$ cat src/rtl/ps2_sim_injector.sv
// Simulated PS/2 device: per-channel scancode FIFO that replays each entry as an 11-bit
// device-to-host frame on open-drain style clock/data lines, with optional parity corruption.
module ps2_sim_injector #(
  parameter int unsigned NUM_CH     = 2,
  parameter int unsigned FIFO_DEPTH = 8,
  parameter int unsigned CLK_DIV    = 4,
  parameter int unsigned GAP_CYCLES = 8
) (
  input  logic                clk,
  input  logic                reset_i,
  input  logic [NUM_CH*8-1:0] code_i,
  input  logic [NUM_CH-1:0]   strobe_i,
  input  logic [NUM_CH-1:0]   err_i,
  output logic [NUM_CH-1:0]   ps2clk_o,
  output logic [NUM_CH-1:0]   ps2data_o,
  output logic [NUM_CH-1:0]   busy_o,
  output logic [NUM_CH-1:0]   overflow_o
);

  localparam int unsigned AW     = $clog2(FIFO_DEPTH);
  localparam int unsigned CntMax = (CLK_DIV > GAP_CYCLES) ? CLK_DIV : GAP_CYCLES;
  localparam int unsigned CW     = $clog2(CntMax + 1);

  localparam logic [AW:0]   FullCnt = (AW + 1)'(FIFO_DEPTH);
  localparam logic [CW-1:0] DivLast = CW'(CLK_DIV - 1);
  localparam logic [CW-1:0] GapLast = CW'(GAP_CYCLES - 1);

  typedef enum logic [1:0] {StIdle, StBitHi, StBitLo, StGap} state_e;

  for (genvar ch = 0; ch < NUM_CH; ch++) begin : g_ch
    logic [8:0]    mem_q [FIFO_DEPTH];
    logic [AW-1:0] wptr_q, rptr_q;
    logic [AW:0]   count_q;
    logic          ovf_q;
    logic          push, pop;
    logic [8:0]    head;

    state_e        state_q, state_d;
    logic [CW-1:0] cnt_q, cnt_d;
    logic [3:0]    idx_q, idx_d;
    logic [10:0]   frame_q, frame_d;

    assign head = mem_q[rptr_q];
    assign pop  = (state_q == StIdle) && (count_q != '0);
    // A full FIFO still accepts a push in the cycle it is being popped.
    assign push = strobe_i[ch] && ((count_q != FullCnt) || pop);

    always_ff @(posedge clk) begin
      if (push) begin
        mem_q[wptr_q] <= {err_i[ch], code_i[ch*8 +: 8]};
      end
    end

    always_ff @(posedge clk) begin
      if (reset_i) begin
        wptr_q  <= '0;
        rptr_q  <= '0;
        count_q <= '0;
        ovf_q   <= 1'b0;
      end else begin
        if (push) wptr_q <= wptr_q + AW'(1);
        if (pop)  rptr_q <= rptr_q + AW'(1);
        if (strobe_i[ch] && !push) ovf_q <= 1'b1;
        if (push && !pop) begin
          count_q <= count_q + (AW + 1)'(1);
        end else if (pop && !push) begin
          count_q <= count_q - (AW + 1)'(1);
        end
      end
    end

    always_ff @(posedge clk) begin
      if (reset_i) begin
        state_q <= StIdle;
        cnt_q   <= '0;
        idx_q   <= '0;
        frame_q <= '1;
      end else begin
        state_q <= state_d;
        cnt_q   <= cnt_d;
        idx_q   <= idx_d;
        frame_q <= frame_d;
      end
    end

    always_comb begin
      state_d = state_q;
      cnt_d   = cnt_q;
      idx_d   = idx_q;
      frame_d = frame_q;
      case (state_q)
        StIdle: begin
          if (pop) begin
            // {stop, parity, data, start}; err flips the odd-parity bit.
            frame_d = {1'b1, (~^head[7:0]) ^ head[8], head[7:0], 1'b0};
            idx_d   = '0;
            cnt_d   = '0;
            state_d = StBitHi;
          end
        end
        StBitHi: begin
          if (cnt_q == DivLast) begin
            cnt_d   = '0;
            state_d = StBitLo;
          end else begin
            cnt_d = cnt_q + CW'(1);
          end
        end
        StBitLo: begin
          if (cnt_q == DivLast) begin
            cnt_d = '0;
            if (idx_q < 4'd10) begin
              idx_d   = idx_q + 4'd1;
              state_d = StBitHi;
            end else begin
              state_d = StGap;
            end
          end else begin
            cnt_d = cnt_q + CW'(1);
          end
        end
        StGap: begin
          if (cnt_q == GapLast) begin
            cnt_d   = '0;
            state_d = StIdle;
          end else begin
            cnt_d = cnt_q + CW'(1);
          end
        end
        default: state_d = StIdle;
      endcase
    end

    // Data only moves when idx changes, which happens on entry to StBitHi.
    assign ps2clk_o[ch]   = (state_q != StBitLo);
    assign ps2data_o[ch]  = ((state_q == StBitHi) || (state_q == StBitLo)) ? frame_q[idx_q] : 1'b1;
    assign busy_o[ch]     = (count_q != '0) || (state_q != StIdle);
    assign overflow_o[ch] = ovf_q;
  end

endmodule

$ cat config.mk
export PLATFORM = sky130hd
export DESIGN_NAME = ps2_sim_injector
export DESIGN_NICKNAME = d
export VERILOG_FILES = /design/src/rtl/ps2_sim_injector.sv
export SDC_FILE = /design/constraint.sdc
export NUM_CORES = 1
export LEC_CHECK = 0
export CAP_MARGIN = 20
export CELL_PAD_IN_SITES_DETAIL_PLACEMENT = 1
export CELL_PAD_IN_SITES_GLOBAL_PLACEMENT = 1
export CORE_ASPECT_RATIO = 0.6
export CORE_MARGIN = 5
export CORE_UTILIZATION = 47
export CTS_CLUSTER_SIZE = 25
export DETAILED_ROUTE_END_ITERATION = 16
export PLACE_DENSITY = 0.86
export SETUP_SLACK_MARGIN = 0.5
export SLEW_MARGIN = 30
export SYNTH_ARGS = -nofsm -noshare
export SYNTH_HDL_FRONTEND = slang
export SYNTH_SLANG_ARGS = --single-unit
$ cat constraint.sdc
create_clock -name clk -period 2.8 [get_ports clk]
set_clock_uncertainty 0.15 [all_clocks]
set_input_delay 0.56 -clock clk [delete_from_list [all_inputs] [get_ports clk]]
set_output_delay 0.56 -clock clk [all_outputs]
set_load 0.01 [all_outputs]
==> results of run 1 <==
## cells in the mapped netlist (all sizes together), types with 2 or more instances
| cell | n |
|---|---|
| edfxtp | 144 |
| a22oi | 2 |
| nor3b | 2 |
| a211o | 18 |
| ha | 22 |
| a21oi | 26 |
| o21ai | 14 |
| fa | 2 |
| inv | 16 |
| clkbuf | 20 |
| nand3 | 4 |
| a41oi | 2 |
| nand3b | 4 |
| xnor2 | 14 |
| nand2 | 11 |
| nand2b | 14 |
| a311oi | 2 |
| dfxtp | 68 |
| mux2i | 29 |
| a21o | 5 |
| xnor3 | 2 |
| o21bai | 3 |
| mux4 | 40 |
| or3 | 5 |
| nor2 | 73 |
| o211ai | 4 |
| buf | 10 |
| nor2b | 3 |
| nor3 | 7 |
| mux2 | 2 |
| and2 | 4 |
| xor2 | 12 |
| nor4 | 2 |
## state kept, by name (all words and copies together), names as in the netlist, named ones only
name	cells
g_ch.rptr_q	6
g_ch.cnt_q	8
g_ch.count_q	8
g_ch.state_q	4
g_ch.frame_q	20
g_ch.mem_q	144
g_ch.ovf_q	2
g_ch.idx_q	8
g_ch.wptr_q	6
## area by class of cell
class / instances / area share, %
flip-flops and latches: 212 / 52.24
multi-input cells: 334 / 30.08
clock buffers: 34 / 5.892
clock inverters: 5 / 0.3311
well taps: 246 / 2.809
repair buffers: 103 / 7.993
inverters: 16 / 0.6623
## path summary, 6_finish.rpt
kind	startpoint	to	slack [ps]	cells after the start
setup / recovery	g_ch[1].idx_q[0]	ps2data_o[1]	130	4
hold / removal	g_ch[0].frame_q[0]	g_ch[0].frame_q[0]	320	1
setup reg to reg	g_ch[1].count_q[1]	g_ch[1].count_q[3]	130	11
hold reg to reg	g_ch[0].frame_q[0]	g_ch[0].frame_q[0]	320	1
## routing by layer
layer | vias to the layer above | GRT usage [%]
met5 | - | 0
met4 | 0 | 5.474
met3 | 65 | 3.554
met2 | 211 | 34.85
met1 | 2830 | 25.77
li1 | 2428 | -
## power by group through the flow
stage,Sequential [mW],Combinational [mW],Clock [mW]
2_1_floorplan,3.90,2.62,0
3_3_place_gp,3.98,3.12,0
3_5_place_dp,4.02,3.33,0
4_1_cts,3.98,3.89,2.80
5_1_grt,4.04,4.78,2.98
6_report,4.00,4.49,2.79
## logic make-up (layout without fill, tap and decap cells)
group / after synthesis / count (layout) / synth area share, %
flip-flops: 212 / 212 / 63.81
AND/OR/NAND/NOR: 130 / 130 / 6.698
AO/OA/AOI/OAI: 81 / 81 / 6.067
multiplexers: 71 / 71 / 14.41
buffers and inverters: 46 / 158 / 2.415
XOR/XNOR: 28 / 28 / 3.061
adder cells (fa/ha/maj): 24 / 24 / 3.539
## through the flow
| stage | hold WS [ps] | area, sq um | utilization [%] | std cells |
|---|---|---|---|---|
| after floorplan | 271.8 | 9012 | - | 592 |
| after CTS | 314.6 | 10750 | 57.09 | 938 |
| after global placement | 285.3 | 9703 | 51.51 | 873 |
| after detailed placement | 300.5 | 9703 | 51.51 | 873 |
| final | 316.9 | 10960 | 58.18 | 950 |
| after global routing | 349.7 | 10960 | 58.18 | 950 |
## what timing repair did
action	4_1_cts	5_1_grt
hold buffers	0	0
resized for setup	69	39
cloned	0	0
buffers inserted	26	12
pin swaps	19	12
endpoints found under the setup margin	14	14
==> qor.yml, run 1 <==
status: "completed"
slowest_delay_ps: 510
drt-vias-per-instance: 5.825
drt_pre_antenna_iters: 4
final_cell_mix: "edfxtp_1, nor2_1, buf_4, dfxtp_1, mux4_2"
num_vias: 5534
total_power_mw: 11.28
hpwl_mm: 13.46
syn_inst: 592
crit_slowest_cell: "mux4_2"
drt_iter0_markers: 490
clkPwrFrac_pct: 24.7
ant_nets: 0
tritoncts: "done"
post-place-ws_ps: -34.82
maxCapViolCount: 0
yosysSeqAreaShare_pct: 63.81
switchingPower_mw: 3.755
multiInputGateArea_sq_um: 3296
drive_above_1_share_pct: 30.82
ys.flop_type: "edfxtp_1"
timing_worst_slew_pin_value_ps: 905.9
swShare_pct: 33.30
min_period_ps: 2674
overflow: 0
syn_area_per_cell_sq_um: 15.05
cts-root-buf: "clkbuf_16"
power.leakage_nw: 3.904
power_frac_seq_pct: 35.5
rsz0062_at_grt: "yes"
fp.dieW_um: 187.8
antenna_found_initial: 0
cp.arrival_ps: 1960
portBuffers: 29
postLayoutSetupSlackWorst_ps: 125.9
crit_chain: "mux4_2, mux2i_1, o211ai_1, buf_2"
grt_use_total_pct: 19.78
die_h_um: 116.7
netlist_area_sq_um: 8910
synth-edff-count: 144
register_area_sq_um: 5724
crit_required_ps: 2090
slew_headroom_pct: 39.60
n_fill_cell: 1769
htree_num_levels: 1
synth_top_area_share_pct: 48.53
cp-end-kind: "primary output"
layout_commonest_cell: "edfxtp_1"
ys.warnings.count: 0
power_frac_comb_pct: 39.8
powerDensity_nw_per_um2: 1029
grt_pass1_wl_mm: 33.66
synth_cell_type_count: 44
cts_buffers: 22
num_rows: 39
grt_max_degree: 46
hp-class: "reg -> reg"
drc_errors: 0
syn_nets: 638
ioPinCount: 30
ys_ff_latch: 212
post-synth-top-area-cell: "edfxtp_1"
criticalPathCategory: "reg -> out"
dr.max_layer_used: "met4"
grt_pass1_vias: 5885
yosys-top-cells-area: "edfxtp_1, dfxtp_1, mux4_2"
clk_pin_slew_ps: 60
setup_violations: 0
gp_congestion: 0.7486
crit_family: "multiplexers"
die_area_sq_um: 21900
internal_power_mw: 7.522
wl_per_cell_um: 24.88
min_period_over_period_pct: 95.50
dr_wl_met3_mm: 1.282
clockBufferDepth: 3
dr_wl_met2_mm: 11.87
routed_wl_mm: 23.64
synthArstFlopShare_pct: 0
initial_utilization_pct: 47.30
cp_num_buf_inv: 1
fmax_ghz: 0.3740
worst_setup_path_start_kind: "register"
m1WireLength_mm: 9.641
insertion_delay_ps: 520
finalNetCount: 735
final_hold_viol_count: 0
design.core.area_sq_um: 18840
fin_tns_setup_ps: 0
max-vdd-ir-drop_uv: 610.1
area_delta_synth_final_pct: 22.99
slew_viol_final: 0
num_antenna_cells: 0
cp_max_fo: 4
cts_sinks: 212
Power figures use the tool's default switching activity.
==> run 2: changes to the inputs <==
--- a/config.mk
+++ b/config.mk
@@ -11,7 +11,6 @@
 export CORE_ASPECT_RATIO = 0.6
 export CORE_MARGIN = 5
 export CORE_UTILIZATION = 47
-export CTS_CLUSTER_SIZE = 25
 export DETAILED_ROUTE_END_ITERATION = 16
 export PLACE_DENSITY = 0.86
 export SETUP_SLACK_MARGIN = 0.5
==> results of run 2 <==
The final DEF is identical to that of run 1; final timing and power are the same.
